**src/rtl/iir_voice_sequencer_pkg.sv**
```systemverilog
// Shared widths, state encoding and voice-pointer helper for the voice sequencer
// that time-shares one 8-slot IIR filter across all voices.
package iir_voice_sequencer_pkg;

  localparam int NV_DEF    = 8;
  localparam int ACC_W_DEF = 21;
  localparam int DATA_W    = 18;
  localparam int DEL_W     = 36;
  localparam int SEL_W     = 3;

  typedef enum logic [2:0] {
    IDLE    = 3'd0,
    ISSUE   = 3'd1,
    WAIT1   = 3'd2,
    WAIT2   = 3'd3,
    COLLECT = 3'd4,
    DONE    = 3'd5
  } state_t;

  function automatic logic [SEL_W-1:0] next_voice(input logic [SEL_W-1:0] v, input int nv);
    logic [SEL_W-1:0] nxt;
    if (v == SEL_W'(nv - 1)) nxt = {SEL_W{1'b0}};
    else nxt = v + {{(SEL_W-1){1'b0}}, 1'b1};
    return nxt;
  endfunction

endpackage

```
**src/rtl/iir_voice_sequencer.sv**
```systemverilog
// Per sample frame, feeds every voice through the shared IIR filter one slot at a
// time (4 cycles per voice) and sums the filter outputs into mix_out.
module iir_voice_sequencer
  import iir_voice_sequencer_pkg::*;
#(
  parameter int NV    = NV_DEF,
  parameter int ACC_W = ACC_W_DEF
) (
  input  logic                     clk,
  input  logic                     rst_n,
  input  logic                     sample_tick,
  output logic [SEL_W-1:0]         vsel,
  input  logic signed [DATA_W-1:0] voice_in,
  input  logic signed [DEL_W-1:0]  del_in,
  input  logic [7:0]               voice_en,
  output logic                     f_ena,
  output logic signed [DATA_W-1:0] f_I,
  output logic signed [DEL_W-1:0]  f_DEL,
  output logic [SEL_W-1:0]         f_SEL,
  input  logic signed [DATA_W-1:0] f_O,
  output logic signed [ACC_W-1:0]  mix_out,
  output logic                     mix_valid,
  output logic                     busy,
  output logic                     overrun,
  input  logic                     ovr_clr
);

  state_t                    state_r, state_s;
  logic [SEL_W-1:0]          v_r;
  logic signed [ACC_W-1:0]   acc_r;
  logic signed [ACC_W-1:0]   f_o_ext_s;
  logic                      f_ena_r;
  logic [SEL_W-1:0]          f_sel_r;
  logic signed [DATA_W-1:0]  f_i_r;
  logic signed [DEL_W-1:0]   f_del_r;
  logic signed [ACC_W-1:0]   mix_out_r;
  logic                      mix_valid_r;
  logic                      busy_r;
  logic                      overrun_r;
  logic                      start_s;
  logic                      issue_s;
  logic                      last_s;
  logic                      ovr_set_s;

  assign f_o_ext_s = {{(ACC_W-DATA_W){f_O[DATA_W-1]}}, f_O};

  // Next-state decode plus the frame-start, issue and overrun strobes.
  always_comb begin
    state_s   = state_r;
    start_s   = 1'b0;
    issue_s   = 1'b0;
    last_s    = (f_sel_r == SEL_W'(NV - 1));
    ovr_set_s = sample_tick && (state_r != IDLE);
    case (state_r)
      IDLE: begin
        if (sample_tick) begin
          state_s = ISSUE;
          start_s = 1'b1;
        end else begin
          state_s = IDLE;
        end
      end
      ISSUE:   state_s = WAIT1;
      WAIT1:   state_s = WAIT2;
      WAIT2:   state_s = COLLECT;
      COLLECT: begin
        if (last_s) state_s = DONE;
        else state_s = ISSUE;
      end
      DONE:    state_s = IDLE;
      default: state_s = IDLE;
    endcase
    issue_s = (state_s == ISSUE);
  end

  // State register.
  always_ff @(posedge clk or negedge rst_n) begin
    if (!rst_n) state_r <= IDLE;
    else state_r <= state_s;
  end

  // Voice pointer steps at WAIT2 so that during COLLECT vsel already names the
  // next voice, whose sample is then captured on the edge that enters ISSUE.
  always_ff @(posedge clk or negedge rst_n) begin
    if (!rst_n) begin
      v_r <= {SEL_W{1'b0}};
    end else if (start_s) begin
      v_r <= {SEL_W{1'b0}};
    end else if (state_r == WAIT2) begin
      v_r <= next_voice(v_r, NV);
    end
  end

  // Filter request registers, loaded on entry to ISSUE and held for the slot window.
  always_ff @(posedge clk or negedge rst_n) begin
    if (!rst_n) begin
      f_ena_r <= 1'b0;
      f_sel_r <= {SEL_W{1'b0}};
      f_i_r   <= {DATA_W{1'b0}};
      f_del_r <= {DEL_W{1'b0}};
    end else begin
      f_ena_r <= issue_s;
      if (issue_s) begin
        f_sel_r <= v_r;
        f_i_r   <= voice_en[v_r] ? voice_in : {DATA_W{1'b0}};
        f_del_r <= del_in;
      end
    end
  end

  // Mix accumulator (wrapping) and the per-frame result register.
  always_ff @(posedge clk or negedge rst_n) begin
    if (!rst_n) begin
      acc_r       <= {ACC_W{1'b0}};
      mix_out_r   <= {ACC_W{1'b0}};
      mix_valid_r <= 1'b0;
    end else begin
      if (start_s) acc_r <= {ACC_W{1'b0}};
      else if (state_r == COLLECT) acc_r <= acc_r + f_o_ext_s;
      if (state_r == DONE) mix_out_r <= acc_r;
      mix_valid_r <= (state_r == DONE);
    end
  end

  // Busy and sticky overrun; a new overrun beats a simultaneous clear.
  always_ff @(posedge clk or negedge rst_n) begin
    if (!rst_n) begin
      busy_r    <= 1'b0;
      overrun_r <= 1'b0;
    end else begin
      busy_r <= (state_s != IDLE);
      if (ovr_set_s) overrun_r <= 1'b1;
      else if (ovr_clr) overrun_r <= 1'b0;
    end
  end

  assign vsel      = v_r;
  assign f_ena     = f_ena_r;
  assign f_SEL     = f_sel_r;
  assign f_I       = f_i_r;
  assign f_DEL     = f_del_r;
  assign mix_out   = mix_out_r;
  assign mix_valid = mix_valid_r;
  assign busy      = busy_r;
  assign overrun   = overrun_r;

endmodule

```
**config.mk**
```make
export PLATFORM = sky130hd
export DESIGN_NAME = iir_voice_sequencer
export DESIGN_NICKNAME = d
export VERILOG_FILES = /design/src/rtl/iir_voice_sequencer_pkg.sv /design/src/rtl/iir_voice_sequencer.sv
export SDC_FILE = /design/constraint.sdc
export NUM_CORES = 1
export LEC_CHECK = 0
export ABC_AREA = 1
export BUFFER_PORTS_ARGS = -buffer_cell sky130_fd_sc_hd__clkbuf_2
export CAP_MARGIN = 0
export CORE_ASPECT_RATIO = 0.9
export CORE_UTILIZATION = 53
export CTS_BUF_LIST = sky130_fd_sc_hd__clkbuf_2
export DETAILED_ROUTE_END_ITERATION = 7
export GPL_TIMING_DRIVEN = 0
export PLACE_DENSITY = 0.82
export SYNTH_ARGS = -nofsm -noshare
export SYNTH_HDL_FRONTEND = slang
export SYNTH_SLANG_ARGS = --single-unit
```
**constraint.sdc**
```tcl
create_clock -name clk -period 1.9 [get_ports clk]
set_clock_uncertainty 0.05 [all_clocks]
set_input_delay 0.19 -clock clk [delete_from_list [all_inputs] [get_ports clk]]
set_output_delay 0.19 -clock clk [all_outputs]
set_load 0.01 [all_outputs]
```
# == Word-level counts from Yosys, hierarchy flattened ==
# Cells that the tools add are included.
# word_totals
register_bits,109
in_bits,84
wordCells,44
output_inout_bits,85
# op_classes
order_cmp,1
n_eq_ne,8
reduce_logical,7
addsub,2
mux,15
# op_table
op,count
21-bit two-way mux,2
21-bit by 18-bit adder with 21-bit output,1
18-bit two-way mux,1
3-bit case mux with 5 select lines,1
3-bit equality test (second input constant),4
3-bit two-way mux,4
3-bit by 1-bit equality test with 1-bit output (second input constant),2
3-bit by 2-bit equality test with 1-bit output (second input constant),2
1-bit two-way mux,6
2-bit nonzero test,3
3-bit nonzero test,2
3-bit by 4-bit less-than comparator with 1-bit output (second input constant),1
3-bit by 1-bit adder with 3-bit output (second input constant),1
1-bit binary-select mux with 3-bit select,1
3-bit logical NOT,1
1-bit logical AND,1

# == Logic depth before layout (Yosys ltp) ==
# depth
word_depth,4
depth_mapped,13
ltp_nobuf,13

# == Worst setup path before layout ==
# Ideal clock, no wire load.
# synth_timing
path_type,reg2reg
from,register acc_r[0]
to,register acc_r[12]
arrival_time_ns,1.567
path_buffers,0
synth_period_minus_slack_ns,1.743
path_stages_with_launch,14
setup_ns,0.126
required_time_ns,1.724
setup_slack_ns,0.157
path_cell_list,dfrtp_1 ha_1 inv_1 fa_1 inv_1 nand3_1 nand3_1 nand2_1 nand2_1 nand2_1 nand2_1 nand2_1 nand2_1 o21ai_0
# synth_between
elab_chain_cells,3
# synth_rtl
element,line_no,text
start: declaration,iir_voice_sequencer.sv:30,logic signed [ACC_W-1:0] acc_r;
start signal: assignment,iir_voice_sequencer.sv:114,acc_r <= {ACC_W{1'b0}};
start signal: assignment,iir_voice_sequencer.sv:118,if (start_s) acc_r <= {ACC_W{1'b0}};
start signal: assignment,iir_voice_sequencer.sv:119,else if (state_r == COLLECT) acc_r <= acc_r + f_o_ext_s;
21-bit by 18-bit adder with 21-bit output,iir_voice_sequencer.sv:119,
21-bit two-way mux,iir_voice_sequencer.sv:119,
21-bit two-way mux,iir_voice_sequencer.sv:118,
# No other way between the ends. The select of a mux whose other input is x is not followed.
# A chain may end at the register's enable or synchronous reset.

# == Worst setup path in the final report ==
# layout_timing
from,register acc_r[0]
to,register acc_r[18]
# The elaborated chain is that of the path after synthesis.

==> run summary <==
The tools report the via count of the first global-routing pass as 5233. The clock passes through at most 2 buffers. The synthesized-area fraction occupied by and/or/nand/nor cells was 0.3123; the growth of design area from synthesis to finish was 39.52%.

For this run, design rule violations remaining after detail routing come to 0. Most frequently used flop master after synthesis: sky130_fd_sc_hd__dfrtp_1. The standard cell core area is 9869 um^2, and the count of TritonRoute iterations in the first routing pass is 5.

The run gives 9 as the number of buffers created by CTS. The fraction of final layout cells sized beyond drive strength 1 was 0.2645. For this block, the initial DRC count from the detailed router was 313. The clock drives 109 sinks. In the routed layout, each cell is associated on average with a via count of 5.075. The area of the multi-input gates was 2635 um^2; the number of synthesis warnings was 0. Endpoint class of the critical path: a register.

Total inserted antenna cells: 0. IR analysis of the VDD net gives a maximum drop of 859.3 uV. The flip-flop and latch count after synthesis was 109. The run finished with clean final reports. The total leakage power is 4.356 nW, and the die span in y is 98.72 um. Port buffering added 168 buffers. After detailed routing, the average wire length per cell comes to 14.18 um. Setup repair after global routing could not meet its margin everywhere.

The transition time at the pin with the least slew margin is 0.8672 ns. The run gives 0.9239 as the placer's final routability congestion estimate. Setup slack closes at 0.01319 ns. At the placement stage, the worst setup path has a slack of -0.1007 ns. Static timing analysis puts the maximum clock frequency at 530.0 MHz. The CTS clock-pin slew for the worst setup and hold paths works out to 0.28 ns. The number of slew-limit violations in the final report is 0, and the clock network latency to the later pin of the worst-skew pair is 0.60 ns. After synthesis, the largest family of logic cells by area is simple AND/OR/NAND/NOR gates. The async set or reset register ratio after synthesis is 1.000. The complex-gate fraction of the synthesized area works out to 0.06723.

For the total routing usage reported by global routing, the log shows 0.2897. Arithmetic-cell share of the synthesized area counting full adders, half adders and majority gates: 0.05360. The run gives 0 as the final-report hold violation count. The total overflow left after global routing is 0. Setup violations remaining at the end of the flow were counted as 0.

The die covers 10810 um^2. The post-layout minimum cycle time is 1.887 ns. STA puts the critical path data required time at 2.37 ns. The kind of start point of the critical path was a register.

The total number of placement rows came out at 34. Counting flops with a built-in enable in the synthesized netlist gives 0. The run gives 169 as the boundary pin count. The layout has 698 filler cells. The number of antenna violations at the first check in global routing is 0.

The share of synthesized area spent on multiplexers was 0. The run gives 2731 um^2 as the register area. Startpoint-to-endpoint class of the critical path: reg2reg. The design draws 10.43 mW. Counting every net in the synthesized netlist gives 823.

TritonCTS built the clock tree. The wire length of the first global-routing pass was 24230 um; the distinct cell type count of the synthesized netlist was 32. The HPWL reported at the end of detailed placement is 10010 um, and the total detailed-routing wirelength is 15720 um.

Data arrival time of the worst path: 2.36 ns. The run gives 0 as the count of nets left with antenna violations after detail routing. The cell count after synthesis came out at 716. The worst hold path belongs to the class in2reg.

For the total via count in the routed design, the log shows 5628. The tools report the total standard cell area after synthesis as 5509 um^2. Along the worst path, the maximum fanout reaches 3. The die is 109.5 um wide. Max-cap violations in this run came to 0. Post-synthesis xor/xnor area fraction: 0.003180.

Entering global routing, the biggest net connects 110 pins. The cell area power density works out to 1357 nW/um^2. The run gives 0.4218 as the normalized max-slew margin. The run gives 0.4951 as the sequential-to-total area share from yosys stat. The final critical-path share of the clock period was 0.9931; the starting density of the core was 0.5582.

The level count of the clock H-tree is 3. The count of nets after finishing is 1085. CTS placed an instance of sky130_fd_sc_hd__clkbuf_2 at the clock tree root.

A synthesized cell averages 7.694 um^2.
-- where the power goes --
group          internal [mW]  switching [mW]
clock                  0.304           0.782
sequential              3.24           0.639
combinational           2.17            3.30
total                   5.71            4.72
-- per-stage QoR --
| stage | hold slack (ns) | cells | utilization | setup TNS, ns | cell area [um^2] |
|---|---|---|---|---|---|
| CTS | 0.002663 | 1099 | 0.7476 | 0 | 7378 |
| global placement | 0.3361 | 1010 | 0.6594 | -99.02 | 6507 |
| global route | 0.01906 | 1109 | 0.7788 | -0.3313 | 7686 |
| finish | 0.03548 | 1109 | 0.7788 | 0 | 7686 |
| floorplan | -0.1556 | 716 | - | 0 | 5509 |
| detailed placement | 0.3046 | 1010 | 0.6602 | -0.3391 | 6516 |
-- cell usage in the layout (no fill, tap or decap), drive strengths merged --
| cell type | synthesis | final |
|---|---|---|
| a21oi | 20 | 20 |
| clkbuf | 5 | 185 |
| dfrtp | 109 | 109 |
| nand3b | 4 | 4 |
| o32ai | 1 | 1 |
| clkinvlp | 0 | 3 |
| nor3 | 3 | 3 |
| ha | 22 | 22 |
| and2 | 4 | 4 |
| inv | 70 | 71 |
| nand4 | 3 | 3 |
| o21ai | 36 | 36 |
| or2 | 1 | 1 |
| nor2 | 35 | 35 |
| o21bai | 3 | 3 |
| bufinv | 0 | 1 |
| a211oi | 1 | 1 |
| xor2 | 2 | 2 |
| fa | 1 | 1 |
| nand3 | 44 | 44 |
| o31ai | 1 | 1 |
| clkinv | 1 | 3 |
| o22ai | 7 | 7 |
| dlygate4sd3 | 0 | 74 |
| nand2 | 328 | 328 |
| buf | 15 | 21 |
-- cells in the mapped netlist, types with 2 or more instances --
master                     instances  area [um^2]
sky130_fd_sc_hd__ha_1             22        275.3
sky130_fd_sc_hd__nor2_4            2        22.52
sky130_fd_sc_hd__nor2_1           31        116.4
sky130_fd_sc_hd__buf_4             5        37.54
sky130_fd_sc_hd__nand4_1           2        12.51
sky130_fd_sc_hd__o22ai_1           7        43.79
sky130_fd_sc_hd__inv_2             3        11.26
sky130_fd_sc_hd__nand3b_1          4        30.03
sky130_fd_sc_hd__o21bai_1          3        22.52
sky130_fd_sc_hd__nor3_1            3        15.01
sky130_fd_sc_hd__nand3_1          44        220.2
sky130_fd_sc_hd__and2_1            4        25.02
sky130_fd_sc_hd__buf_2             8        40.04
sky130_fd_sc_hd__inv_1            67        251.5
sky130_fd_sc_hd__nand2_1         327         1227
sky130_fd_sc_hd__dfrtp_1         109         2728
sky130_fd_sc_hd__a21oi_1          20        100.1
sky130_fd_sc_hd__o21ai_0          36        180.2
sky130_fd_sc_hd__clkbuf_1          5        18.77
sky130_fd_sc_hd__xor2_1            2        17.52
-- routing by layer --
| layer | up-vias | share of wire | track usage |
|---|---|---|---|
| met1 | 2591 | 0.43 | 0.3737 |
| met4 | 0 | 0.028 | 0.1026 |
| met5 | - | 0 | 0 |
| met3 | 50 | 0.060 | 0.07606 |
| met2 | 214 | 0.48 | 0.4702 |
| li1 | 2773 | - | - |
-- registers in the layout (all words and copies together) (netlist names) --
name and count:
mix_valid 1, overrun 1, f_ena 1, f_DEL 36
acc_r 21, f_SEL 3, state_r 3, busy 1
vsel 3, mix_out 21, f_I 18
-- critical path, stage by stage, from the launching register on --
cell	delay, ns
sky130_fd_sc_hd__dfrtp_1	0.44
sky130_fd_sc_hd__ha_2	0.20
sky130_fd_sc_hd__inv_2	0.04
sky130_fd_sc_hd__fa_2	0.35
sky130_fd_sc_hd__inv_2	0.08
sky130_fd_sc_hd__buf_4	0.10
sky130_fd_sc_hd__nand3_2	0.08
sky130_fd_sc_hd__nand3_2	0.15
sky130_fd_sc_hd__nand2_2	0.08
sky130_fd_sc_hd__nand2_1	0.06
sky130_fd_sc_hd__nand2_1	0.05
sky130_fd_sc_hd__nand3_1	0.07
sky130_fd_sc_hd__nand2_1	0.05
-- layout make-up --
class / instances / share of cell area
Multi-Input combinational cell: 516 / 0.3428
Clock buffer: 9 / 0.005860
Timing Repair Buffer: 251 / 0.2157
Tap cell: 126 / 0.02051
Clock inverter: 7 / 0.009604
Inverter: 71 / 0.03467
Sequential cell: 109 / 0.3554
Buffer: 20 / 0.01546
-- cells by family (layout without fill, tap and decap cells) --
group / after synthesis / after routing
DFF: 109 / 109
and+or+nand+nor: 422 / 422
buffers and inverters: 91 / 358
AOI/OAI and AO/OA: 69 / 69
xor gates and xnor gates: 2 / 2
adders and majority gates: 23 / 23
-- path summary, 6_finish.rpt --
check / start / to / slack (ns) / cells after the start
worst max register to register: acc_r[0]$_DFFE_PN0P_ / acc_r[18]$_DFFE_PN0P_ / 0.01 / 12
worst max-delay path: acc_r[0]$_DFFE_PN0P_ / acc_r[18]$_DFFE_PN0P_ / 0.01 / 12
worst min register to register: mix_out[19]$_DFFE_PN0P_ / mix_out[19]$_DFFE_PN0P_ / 0.45 / 2
min in group asynchronous: rst_n / mix_out[7]$_DFFE_PN0P_ / 0.13 / 2
worst min-delay path: f_O[10] / acc_r[10]$_DFFE_PN0P_ / 0.04 / 5
max in group asynchronous: rst_n / state_r[1]$_DFF_PN0_ / 0.99 / 2
-- what timing repair did --
item	in CTS	in global routing
resized for setup	5	49
hold buffers	72	2
buffers inserted	1	8
setup endpoints to repair	6	49
pin swaps	0	8
endpoints found under the hold margin	181	2
Power figures use the tool's default switching activity.
